### src/rtl/simmem_wrsp_release_scheduler.sv
// Per-slot delay scheduler feeding the write-response bank's release interface.
// Optional protocol checking is enabled by defining SIMMEM_RELEASE_SCHED_ERR_EN.
module simmem_wrsp_release_scheduler #(
  parameter int Capa   = 16,
  parameter int IidW   = $clog2(Capa),
  parameter int DelayW = 6,
  parameter int CntW   = $clog2(Capa + 1)
) (
  input  logic              clk_i,
  input  logic              rst_i,
  input  logic              sched_valid_i,
  output logic              sched_ready_o,
  input  logic [IidW-1:0]   sched_iid_i,
  input  logic [DelayW-1:0] sched_delay_i,
  output logic [Capa-1:0]   release_en_o,
  input  logic [Capa-1:0]   released_addr_onehot_i,
  output logic [CntW-1:0]   num_pending_o,
  output logic              err_o
);

  // Handshake: a schedule request transfers on a clock edge where
  // sched_valid_i && sched_ready_o; ready depends only on the addressed slot's state.

  typedef enum logic [1:0] {
    S_IDLE     = 2'd0,
    S_COUNTING = 2'd1,
    S_ELIGIBLE = 2'd2
  } slot_state_e;

  slot_state_e       state_q [Capa];
  slot_state_e       state_d [Capa];
  logic [DelayW-1:0] cnt_q   [Capa];
  logic [DelayW-1:0] cnt_d   [Capa];
  logic [CntW-1:0]   pending_q;
  logic [CntW-1:0]   pending_d;
  logic              accept;

  assign sched_ready_o = (state_q[sched_iid_i] == S_IDLE);
  assign accept        = sched_valid_i && sched_ready_o;
  assign num_pending_o = pending_q;

  always_comb begin
    pending_d = '0;
    for (int i = 0; i < Capa; i++) begin
      state_d[i] = state_q[i];
      cnt_d[i]   = cnt_q[i];
      case (state_q[i])
        S_IDLE: begin
          if (accept && (sched_iid_i == IidW'(i))) begin
            if (sched_delay_i == '0) begin
              state_d[i] = S_ELIGIBLE;
            end else begin
              state_d[i] = S_COUNTING;
              cnt_d[i]   = sched_delay_i;
            end
          end
        end
        S_COUNTING: begin
          cnt_d[i] = cnt_q[i] - DelayW'(1);
          if (cnt_q[i] == DelayW'(1)) begin
            state_d[i] = S_ELIGIBLE;
          end
        end
        S_ELIGIBLE: begin
          if (released_addr_onehot_i[i]) begin
            state_d[i] = S_IDLE;
          end
        end
        default: state_d[i] = S_IDLE;
      endcase
      // Counting the next states keeps the total exact even for multi-bit releases.
      if (state_d[i] != S_IDLE) begin
        pending_d = pending_d + CntW'(1);
      end
    end
  end

  always_comb begin
    release_en_o = '0;
    for (int i = 0; i < Capa; i++) begin
      release_en_o[i] = (state_q[i] == S_ELIGIBLE);
    end
  end

  always_ff @(posedge clk_i or posedge rst_i) begin
    if (rst_i) begin
      for (int i = 0; i < Capa; i++) begin
        state_q[i] <= S_IDLE;
        cnt_q[i]   <= '0;
      end
      pending_q <= '0;
    end else begin
      for (int i = 0; i < Capa; i++) begin
        state_q[i] <= state_d[i];
        cnt_q[i]   <= cnt_d[i];
      end
      pending_q <= pending_d;
    end
  end

`ifdef SIMMEM_RELEASE_SCHED_ERR_EN
  logic err_q;
  logic bad_release;
  logic multi_release;
  logic bad_iid;

  assign bad_release   = |(released_addr_onehot_i & ~release_en_o);
  assign multi_release = |(released_addr_onehot_i & (released_addr_onehot_i - Capa'(1)));
  assign bad_iid       = sched_valid_i && ({1'b0, sched_iid_i} >= (IidW + 1)'(Capa));

  always_ff @(posedge clk_i or posedge rst_i) begin
    if (rst_i) begin
      err_q <= 1'b0;
    end else if (bad_release || multi_release || bad_iid) begin
      err_q <= 1'b1;
    end
  end

  assign err_o = err_q;
`else
  assign err_o = 1'b0;
`endif

endmodule

### config.mk
export PLATFORM = sky130hd
export DESIGN_NAME = simmem_wrsp_release_scheduler
export DESIGN_NICKNAME = d
export VERILOG_FILES = /design/src/rtl/simmem_wrsp_release_scheduler.sv
export SDC_FILE = /design/constraint.sdc
export NUM_CORES = 1
export LEC_CHECK = 0
export ABC_AREA = 1
export ABC_CLOCK_PERIOD_IN_PS = 9000
export CORE_AREA = 2 2 138 140
export CTS_BUF_LIST = sky130_fd_sc_hd__clkbuf_16
export DETAILED_ROUTE_END_ITERATION = 8
export DIE_AREA = 0 0 140 142
export PLACE_DENSITY_LB_ADDON = 0.08
export SETUP_SLACK_MARGIN = 0.5
export SLEW_MARGIN = 10
export SYNTH_ARGS = -nofsm -noshare
export SYNTH_HDL_FRONTEND = slang
export SYNTH_SLANG_ARGS = --single-unit
export TNS_END_PERCENT = 5
### constraint.sdc
create_clock -name clk_i -period 9 [get_ports clk_i]
set_clock_uncertainty 0.05 [all_clocks]
set_input_delay 1.8 -clock clk_i [delete_from_list [all_inputs] [get_ports clk_i]]
set_output_delay 1.8 -clock clk_i [all_outputs]
set_load 0.03 [all_outputs]
==> flow_summary_export.csv <==
group,metric,value,unit
outcome,outcome,"complete, but fails checks",
outcome,violations,"design-rule violations, negative setup slack",
clocking,htreeDepth,4,
die,core_area,0.0185,mm²
sta,fin_crit,9.12,ns
sta,setup_viol,4,
place,place_inst,1824,
finish,stdcell_count,1888,
setup_path,slowest_stage,"ha_1",
sta,slew_viol_final,0,
finish,layout_commonest_cell,"nand2_1",
logic_synthesis,synth.avg_cell_area,6.93,µm²
setup_path,crit_arrival,9.40,ns
clocking,clock-root-buffer,"clkbuf_16",
logic_synthesis,synthXorXnorAreaFrac,1.03,%
worst_hold_path,worstHoldPathType,"reg2reg",
finish,diodes,0,
setup_path,max_stage_delay,0.32,ns
die,rows,50,
logic_synthesis,syn_inst,1467,
sta,rsz0062_at_grt,"yes",
logic_synthesis,synth_seq_area_share,32.7,%
drt,via_per_inst,5.53,
sta,worst_slew_pin_slew,0.954,ns
drt,wl_per_cell,15.4,µm
drt,dr.pass1.iters,9,
logic_synthesis,synth_cell_types,55,
drt,ant_nets,0,
setup_path,cp.required,9.27,ns
logic_synthesis,synthMuxAreaShare,0.222,%
logic_synthesis,yosys_warnings,0,
clocking,holdBufCountCts,0,
sta,timing.fmax,110,MHz
clocking,cts_buffers,17,
drt,drc,3,
die,die_area,0.0199,mm²
finish,final_cell_mix,"nand2_1, inv_1, nor2_1, dfrtp_1, buf_4",
drt,vias,10437,
logic_synthesis,syn_area,0.0102,mm²
logic_synthesis,yosysTopAreaCell,"dfrtp_1",
clocking,worstSkewPairLatency,0.43,ns
clocking,cts_buffer_depth,2,
logic_synthesis,synth-simple-area-share,34.1,%
setup_path,worstSetupPathType,"in2reg",
global_routing,grt_overflow,0,
flow_run,maxCapViolations,0,
clocking,clock-sinks,133,
finish,area_growth,26.1,%
sta,worst_slack,-0.123,ns
die,start_util,55.1,%
global_routing,grt_pass1_wl,47100,µm
global_routing,grt_pass1_vias,9815,
sta,whs,0.475,ns
finish,final_layout_size_suffix_gt1_share,19.5,%
die,die_x,140,µm
logic_synthesis,yosys.area.top_type_share,32.7,%
finish,final_nets,1717,
logic_synthesis,synth-adder-area-share,5.78,%
logic_synthesis,synth_area_leaders,"dfrtp_1, nand2_1, inv_1",
sta,relSlewSlack,36.4,%
place,globalplace.congestion,0.921,
clocking,cts_tree,"yes",
sta,period_share,101,%
place,placement.io_buffers,50,
clocking,clkTransAtPathRegs,0.06,ns
logic_synthesis,synth_seq_cells,133,
die,die_h,142,µm
logic_synthesis,synth_compound_area_share,14.8,%
drt,totalWireLength,29000,µm
logic_synthesis,synth_top_family_by_area,"simple AND/OR/NAND/NOR gates",
die,io_pins,52,
global_routing,grt_start_max_net_pins,77,
setup_path,path_delay_family,"simple AND/OR/NAND/NOR gates",
setup_path,start_kind,"input pin",
global_routing,track_usage,29.5,%
sta,hold_violations,0,
drt,drt_iter0_markers,688,
setup_path,setup.worst_path.end_class,"flop",
setup_path,critPathBufInv,9,
setup_path,crit_fanout,7,
global_routing,grt_antenna_before_repair,0,
logic_synthesis,syn-num-nets,1543,
place,post-dp-hpwl,20300,µm
[cell usage after synthesis, drive strengths merged]
master / instances
a211oi: 7
a21oi: 43
a221oi: 8
a311oi: 6
a31oi: 6
a32oi: 3
a41oi: 2
buf: 7
clkbuf: 12
clkinv: 3
conb: 1
dfrtp: 133
ha: 47
inv: 271
mux2: 2
nand2: 351
nand3: 110
nand3b: 8
nand4: 21
nor2: 201
nor3: 33
nor4: 10
o211ai: 18
o21a: 5
o21ai: 80
o221ai: 30
o22ai: 7
o311ai: 4
o31ai: 8
o32ai: 4
o41ai: 1
or2: 13
xnor2: 1
xor2: 11
[worst paths after layout]
kind / from / to / slack (ns) / cells past startpoint
worst max register to register: state_q[18]$_DFF_PP0_ / num_pending_o[4]$_DFF_PP0_ / 1.05 / 61
worst min-delay path: cnt_q[12]$_DFFE_PP0P_ / cnt_q[12]$_DFFE_PP0P_ / 0.48 / 1
worst max-delay path: sched_iid_i[0] / num_pending_o[4]$_DFF_PP0_ / -0.12 / 64
worst min register to register: cnt_q[12]$_DFFE_PP0P_ / cnt_q[12]$_DFFE_PP0P_ / 0.48 / 1
min in group asynchronous: rst_i / cnt_q[60]$_DFFE_PP0P_ / 1.81 / 2
max in group asynchronous: rst_i / state_q[9]$_DFF_PP0_ / 5.86 / 3
[cells by family (layout without fill, tap and decap cells)]
logic type / Yosys count / count (layout)
AND/OR/NAND/NOR: 747 / 747
buffers and inverters: 293 / 480
AO/OA/AOI/OAI: 232 / 232
flip-flops: 133 / 133
adder cells (fa/ha/maj): 47 / 47
XOR/XNOR: 12 / 12
multiplexers: 2 / 2
other: 1 / 1
[through the flow]
step	setup TNS [ns]	area (µm²)	utilization, %	worst slack [ns]
after floorplan	-1.67	10200	-	-0.494
after global placement	-4.45	11600	63.0	-1.17
after detailed placement	-5.34	11600	63.0	-1.40
after CTS	-0.737	12600	68.3	-0.246
after global routing	-1.91	12800	69.5	-0.557
final	-0.255	12800	69.5	-0.123
[flip-flops by register name, summed over array words and instances (netlist names)]
name / flops
cnt_q: 96
state_q: 32
num_pending_o: 5
[area by class of cell]
class | instances | area [µm²]
multi-input combinational | 1041 | 6040
fill | 1515 | 5640
sequential | 133 | 3330
timing repair buffer | 174 | 1500
inverter | 274 | 1040
clock buffer | 17 | 425
tap | 234 | 293
clock inverter | 15 | 188
[layer usage]
layer  vias to the layer above  global-route usage, %  part of all wire [%]
met4                         0                   10.9                   2.8
met1                      4918                   38.0                    44
met2                       292                   50.9                    48
li1                       5163                      -                     -
met3                        64                   4.34                   4.8
met5                         -                      0                     0
[what timing repair did]
action                                  in CTS  in global routing
endpoints found under the setup margin       4                  4
pin swaps                                   41                 43
hold endpoints to repair                     0                  0
setup buffers                               21                  9
gates cloned                                 2                  0
gates resized for setup                     54                 33
Power is left out: the tool's default activity adds up to more than one toggle a clock period on the data nets, which glitch-free logic cannot reach.
